<file path="src/rtl/axil_register_bridge.sv">
// axil_register_bridge: AXI4-Lite slave that turns each transfer into one-cycle register-adapter strobes.
// Define AXIL_BRIDGE_STRB_CHECK_EN to answer writes with partial byte strobes with SLVERR.
module axil_register_bridge #(
    parameter int BUSWIDTH     = 32,
    parameter int REGS         = 4,
    parameter int ADDRESSWIDTH = $clog2(REGS)
) (
    input  logic                    clk,
    input  logic                    reset_n,
    input  logic                    awvalid,
    output logic                    awready,
    input  logic [ADDRESSWIDTH+1:0] awaddr,
    input  logic                    wvalid,
    output logic                    wready,
    input  logic [BUSWIDTH-1:0]     wdata,
    input  logic [BUSWIDTH/8-1:0]   wstrb,
    output logic                    bvalid,
    input  logic                    bready,
    output logic [1:0]              bresp,
    input  logic                    arvalid,
    output logic                    arready,
    input  logic [ADDRESSWIDTH+1:0] araddr,
    output logic                    rvalid,
    input  logic                    rready,
    output logic [BUSWIDTH-1:0]     rdata,
    output logic [1:0]              rresp,
    output logic                    av_read,
    output logic                    av_write,
    output logic [ADDRESSWIDTH-1:0] av_address,
    output logic [BUSWIDTH-1:0]     av_wdata,
    input  logic                    av_read_valid,
    input  logic [BUSWIDTH-1:0]     av_rdata
);
    localparam logic [1:0] OKAY = 2'b00;
    localparam logic [1:0] SLVERR = 2'b10;
    localparam logic [ADDRESSWIDTH:0] REGS_W = (ADDRESSWIDTH+1)'(REGS);

    typedef enum logic [2:0] {IDLE, WR_ISSUE, WR_RESP, RD_ISSUE, RD_WAIT, RD_RESP} state_t;

    state_t                  state_q, state_d;
    logic                    last_wr_q, last_wr_d;
    logic [ADDRESSWIDTH-1:0] addr_q, addr_d;
    logic [BUSWIDTH-1:0]     wdata_q, wdata_d;
    logic [BUSWIDTH-1:0]     rdata_q, rdata_d;
    logic [1:0]              bresp_q, bresp_d;
    logic [1:0]              rresp_q, rresp_d;
    logic                    idle, grant_wr, grant_rd, wr_err, rd_err;

    function automatic logic addr_err(input logic [ADDRESSWIDTH+1:0] a);
        return (a[1:0] != 2'b00) || ({1'b0, a[ADDRESSWIDTH+1:2]} >= REGS_W);
    endfunction

`ifdef AXIL_BRIDGE_STRB_CHECK_EN
    assign wr_err = addr_err(awaddr) || (wstrb != '1);
`else
    logic unused_wstrb;
    assign unused_wstrb = ^wstrb;
    assign wr_err = addr_err(awaddr);
`endif
    assign rd_err = addr_err(araddr);

    // Readies stay low while reset is held; contested grants go to the type not served last.
    assign idle     = (state_q == IDLE) && reset_n;
    assign grant_wr = idle && awvalid && wvalid && (!arvalid || !last_wr_q);
    assign grant_rd = idle && arvalid && !grant_wr;

    assign awready    = grant_wr;
    assign wready     = grant_wr;
    assign arready    = grant_rd;
    assign bvalid     = (state_q == WR_RESP);
    assign rvalid     = (state_q == RD_RESP);
    assign av_write   = (state_q == WR_ISSUE);
    assign av_read    = (state_q == RD_ISSUE);
    assign av_address = addr_q;
    assign av_wdata   = wdata_q;
    assign bresp      = bresp_q;
    assign rresp      = rresp_q;
    assign rdata      = rdata_q;

    always_ff @(posedge clk) begin
        if (!reset_n) begin
            state_q   <= IDLE;
            last_wr_q <= 1'b0;
            addr_q    <= '0;
            wdata_q   <= '0;
            rdata_q   <= '0;
            bresp_q   <= OKAY;
            rresp_q   <= OKAY;
        end else begin
            state_q   <= state_d;
            last_wr_q <= last_wr_d;
            addr_q    <= addr_d;
            wdata_q   <= wdata_d;
            rdata_q   <= rdata_d;
            bresp_q   <= bresp_d;
            rresp_q   <= rresp_d;
        end
    end

    always_comb begin
        state_d   = state_q;
        last_wr_d = last_wr_q;
        addr_d    = addr_q;
        wdata_d   = wdata_q;
        rdata_d   = rdata_q;
        bresp_d   = bresp_q;
        rresp_d   = rresp_q;
        case (state_q)
            IDLE: begin
                if (grant_wr) begin
                    last_wr_d = 1'b1;
                    addr_d    = awaddr[ADDRESSWIDTH+1:2];
                    wdata_d   = wdata;
                    bresp_d   = wr_err ? SLVERR : OKAY;
                    state_d   = wr_err ? WR_RESP : WR_ISSUE;
                end else if (grant_rd) begin
                    last_wr_d = 1'b0;
                    addr_d    = araddr[ADDRESSWIDTH+1:2];
                    rresp_d   = rd_err ? SLVERR : OKAY;
                    rdata_d   = rd_err ? '0 : rdata_q;
                    state_d   = rd_err ? RD_RESP : RD_ISSUE;
                end
            end
            WR_ISSUE: state_d = WR_RESP;
            WR_RESP:  state_d = bready ? IDLE : WR_RESP;
            RD_ISSUE: state_d = RD_WAIT;
            RD_WAIT: begin
                if (av_read_valid) begin
                    rdata_d = av_rdata;
                    rresp_d = OKAY;
                    state_d = RD_RESP;
                end
            end
            RD_RESP:  state_d = rready ? IDLE : RD_RESP;
            default:  state_d = IDLE;
        endcase
    end
endmodule

</file>
<file path="config.mk">
export PLATFORM = sky130hd
export DESIGN_NAME = axil_register_bridge
export DESIGN_NICKNAME = d
export VERILOG_FILES = /design/src/rtl/axil_register_bridge.sv
export SDC_FILE = /design/constraint.sdc
export NUM_CORES = 1
export LEC_CHECK = 0
export CORE_ASPECT_RATIO = 1.25
export CORE_MARGIN = 3
export CORE_UTILIZATION = 36
export DETAILED_ROUTE_END_ITERATION = 6
export PLACE_DENSITY = 0.78
export SYNTH_ARGS = -nofsm -noshare
export SYNTH_HDL_FRONTEND = slang
export SYNTH_SLANG_ARGS = --single-unit
export TNS_END_PERCENT = 50
</file>
<file path="constraint.sdc">
create_clock -name clk -period 2.73 [get_ports clk]
set_clock_uncertainty 0.15 [all_clocks]
set_input_delay 0.4095 -clock clk [delete_from_list [all_inputs] [get_ports clk]]
set_output_delay 0.4095 -clock clk [all_outputs]
set_load 0.03 [all_outputs]
</file>
# Word-level counts from Yosys, hierarchy flattened
# Index checks and enable logic that the tools add are counted.
[word_totals]
input_bits = 84
wordCells = 60
regBits = 74
[classes]
n_eq_ne = 10
n_reduce_logical = 20
n_mux = 23
[ops]
columns = ["cell", "n"]
rows = [
  ["32-bit two-way mux", 4],
  ["32-bit case mux with 2 select lines", 1],
  ["2-bit two-way mux", 9],
  ["3-bit case mux with 6 select lines", 1],
  ["3-bit two-way mux", 5],
  ["2-bit != test (second input constant)", 4],
  ["2-bit nonzero test", 4],
  ["3-bit by 2-bit equality test with 1-bit output (second input constant)", 2],
  ["3-bit equality test (second input constant)", 2],
  ["1-bit logical AND", 6],
  ["2-bit AND reduction", 3],
  ["5-bit AND reduction", 1],
  ["2-bit case mux with 2 select lines", 1],
  ["4-bit AND reduction", 1],
  ["3-bit by 1-bit equality test with 1-bit output (second input constant)", 1],
  ["1-bit zero test", 3],
  ["3-bit zero test", 1],
  ["3-bit != test (second input constant)", 1],
  ["1-bit two-way mux", 2],
  ["1-bit logical OR", 1],
]

# Logic depth before layout (Yosys ltp)
[depth]
depth_word = 10
ltp_mapped = 7

# Worst setup path after synthesis
# Ideal clock, no wire load.
[synth_path]
path_type = "reg-to-output"
from = "register state_q[0]"
to = "output port wready"
required_time_ps = 2171
path_buffers = 3
setup_slack_ps = 427
t_arrival_ps = 1743
stages_incl_launch_ff = 7
path_cell_list = "dfxtp_1 > buf_6 > nor3_1 > nand3_1 > clkinv_1 > clkbuf_1 > buf_4"
[synth_between]
elab_chain_len = 5
[synth_rtl]
columns = ["item", "line", "rtl"]
rows = [
  ["start: declaration", "40", "state_t state_q, state_d;"],
  ["start signal: assignment", "90", "state_q <= state_d;"],
  ["3-bit zero test", "63", "assign idle = (state_q == IDLE) && reset_n;"],
  ["1-bit logical AND", "63", ""],
  ["1-bit logical AND (3 in a row)", "64", "assign grant_wr = idle && awvalid && wvalid && (!arvalid || !last_wr_q);"],
  ["end: declaration", "14", "output logic wready,"],
]
# No other way between the ends.

# Worst setup path in the final report
[layout_path]
from = "input port awvalid"
to = "output port wready"
[layout_between]
elab_chain_len = 3
[layout_rtl]
columns = ["item", "line", "rtl"]
rows = [
  ["start: declaration", "10", "input logic awvalid,"],
  ["1-bit logical AND (3 in a row)", "64", ""],
]
# No other way between the ends.

==> impl_metrics.json <==
{
  "critPathSlowestCell": "clkdlybuf4s50_1",
  "synth.avg_cell_area_um2": 9.24,
  "crit_cells": 5,
  "vias": 2528,
  "grt_pass1_wl_mm": 11.7,
  "synth_cells": 279,
  "fp-row-count": 33,
  "worst_slew_pin_slew_ns": 0.534,
  "finalMaxSlewViolations": 0,
  "ys_seq_area_share_pct": 55.9,
  "rr_startpoint": "state_q[2]$_SDFFE_PN0P_",
  "min_path_cells": 2,
  "synthTopCellsByArea": "dfxtp_1, a22o_1, nand2_1",
  "ir_drop_mv": 0.396,
  "async_flop_share_pct": 0,
  "io_buffers": 154,
  "root_buffer": "clkbuf_8",
  "yosys.area.top_type_share_pct": 55.9,
  "dp_cells": 507,
  "path_clk_slew_ns": 0.07,
  "num_antenna_cells": 0,
  "final_nets": 515,
  "p_leak_nw": 1.85,
  "gr-usage-met3_pct": 7.69,
  "insertion_delay_ns": 0.34,
  "cp_num_buf_inv": 3,
  "fp.dieW_um": 81.7,
  "yosysWarningCount": 0,
  "fin_crit_ns": 2.64,
  "rsz0062_at_grt": "no",
  "critPathLaunch": "awvalid",
  "worstSetupPathType": "primary input to output pin",
  "synth_top_area_cell": "dfxtp_1",
  "firstDrtPassIters": 4,
  "numCtsBuffers": 9,
  "first_iter_violations": 73,
  "cts_buffer_depth": 2,
  "cp_max_fo": 5,
  "use_met1_pct": 21.9,
  "grt_pass1_vias": 2463,
  "track_usage_pct": 18.1,
  "drive_gt1_share_pct": 7.11,
  "drt.antenna.violating_nets": 0,
  "grt_max_degree": 41,
  "synth_edf_count": 0,
  "routedWlPerCell_um": 14.4,
  "top_usage_layer": "met2",
  "drt_wl_total_mm": 7.53,
  "path_delay_family": "buffers and inverters",
  "place.gp.congestion": 0.781,
  "cpMostUsedCell": "clkdlybuf4s50_1",
  "hold_path.class": "flip-flop to flip-flop",
  "synthFlopType": "dfxtp_1",
  "ioPinCount": 161,
  "end_kind": "output pin",
  "cp.arrival_ns": 2.08,
  "viasPerCell": 4.83,
  "antenna_found_initial": 0,
  "critPathRequiredTime_ns": 2.17,
  "max_freq_mhz": 380,
  "r2r_cells": 6,
  "gr-total-overflow": 0,
  "drv_cap": 0,
  "critPathMaxStageDelay_ns": 0.68,
  "crit_chain": "clkdlybuf4s50_1 > and3_1 > nand3_1 > clkinv_1 > clkdlybuf4s50_1",
  "initial_core_util_pct": 38.1,
  "drc": 0,
  "cts-htree-levels": 3,
  "slew_headroom_pct": 63.9,
  "cts.sinks": 72,
  "synthToLayoutAreaGrowth_pct": 71.8,
  "die_area_um2": 8220,
  "dieHeight_um": 101,
  "run_status": "completed",
  "cts_tree": "done",
  "fillers": 572,
  "setup_viol": 0,
  "hold_violations": 0,
  "cp-start-kind": "primary input",
  "worstHoldStart": "av_wdata[15]$_SDFFE_PN0P_",
  "power_density_nw_per_um2": 796,
  "period_share_pct": 96.5,
  "synth_cell_types": 32,
  "hpwlAfterDp_mm": 5.54,
  "core_um2": 6770,
  "fin_cells": 523,
  "use_met2_pct": 29.2,
  "synth-seq-cells": 72,
  "finalSetupTns_ns": 0,
  "syn_area_um2": 2580
}
cell usage after synthesis (all sizes together), types with 3 or more instances:
library cell	instances
nand2	69
buf	11
inv	5
nand3	35
a22o	32
clkbuf	13
a21oi	5
nor2	6
nor3b	4
nor3	3
o21ai	3
dfxtp	72
cells in the final DEF (no fill, tap or decap), types with 2 or more instances in the layout:
cell type | netlist | routed
nand2_1 | 69 | 69
inv_1 | 5 | 5
mux2i_1 | 2 | 2
clkbuf_8 | 0 | 10
and3_1 | 2 | 2
buf_4 | 3 | 11
nor2_1 | 6 | 4
nor2_2 | 0 | 2
nand3_1 | 35 | 35
bufinv_16 | 0 | 3
clkdlybuf4s50_1 | 0 | 152
conb_1 | 1 | 2
a22o_1 | 32 | 32
or3b_1 | 2 | 2
a21oi_1 | 5 | 5
nor3_1 | 3 | 3
dfxtp_1 | 72 | 72
nor3b_1 | 4 | 4
o21ai_0 | 3 | 3
a221oi_1 | 2 | 2
flip-flops by register name (all words and copies together), names as in the netlist:
name,cells
rresp,1
rdata,32
av_address,2
av_wdata,32
bresp,1
last_wr_q,1
state_q,3
per-layer routing:
| metal | wire length, um | part of all wire (%) |
|---|---|---|
| met1 | 3160 | 42 |
| met2 | 3370 | 45 |
| met3 | 917 | 12 |
| met4 | 78 | 1.0 |
| met5 | 0 | 0 |
power by group:
group | switching, W | internal [W] | total, W
Clock | 0.000398 | 0.000637 | 0.00104
Combinational | 0.000669 | 0.000535 | 0.00120
Sequential | 0.0000814 | 0.00121 | 0.00129
Total | 0.00115 | 0.00238 | 0.00353
layout make-up:
cell class	count	area (um^2)	area share, %
multi-input combinational	178	987	22.3
sequential	72	1440	32.5
clock buffer	10	138	3.11
tap	87	109	2.46
inverter	6	22.5	0.508
clock inverter	6	115	2.60
timing repair buffer	164	1620	36.5
tightest hold or removal path: stages, from the launching register on:
cell	delay, ns
dfxtp_1	0.31
nand3_1	0.06
nand2_1	0.04
through the flow:
step / setup WS, ns / total power, W / area [um^2] / hold WS, ns / util (%)
6_report: 0.0950 / 0.00353 / 4430 / 0.304 / 65.4
5_1_grt: 0.00751 / 0.00370 / 4430 / 0.325 / 65.4
4_1_cts: 0.0843 / 0.00356 / 4430 / 0.307 / 65.4
3_5_place_dp: 0.0955 / 0.00252 / 4170 / 0.296 / 61.6
3_3_place_gp: 0.0999 / 0.00250 / 4170 / 0.290 / 61.6
2_1_floorplan: 0.427 / 0.00203 / 2580 / 0.358 / -
worst paths after layout:
| path | end | slack [ns] |
|---|---|---|
| hold reg to reg | av_wdata[15]$_SDFFE_PN0P_ | 0.30 |
| setup reg to reg | rdata[17]$_SDFFE_PN0P_ | 0.57 |
| hold / removal | av_wdata[15]$_SDFFE_PN0P_ | 0.30 |
| setup / recovery | wready | 0.09 |
logic make-up after synthesis:
kind of cell	count (synthesis)	share of synthesized area [%]
other	1	0.145
muxes	2	0.777
buffers and inverters	30	6.12
and+or+nand+nor	126	22.2
DFF	72	55.9
AOI/OAI and AO/OA	48	14.8
repair_timing:
| action | in CTS | in global routing |
|---|---|---|
| setup buffers | 0 | 0 |
| resized for setup | 0 | 1 |
| hold buffers | 0 | 0 |
| setup endpoints to repair | 0 | 1 |
Power figures use the tool's default switching activity.
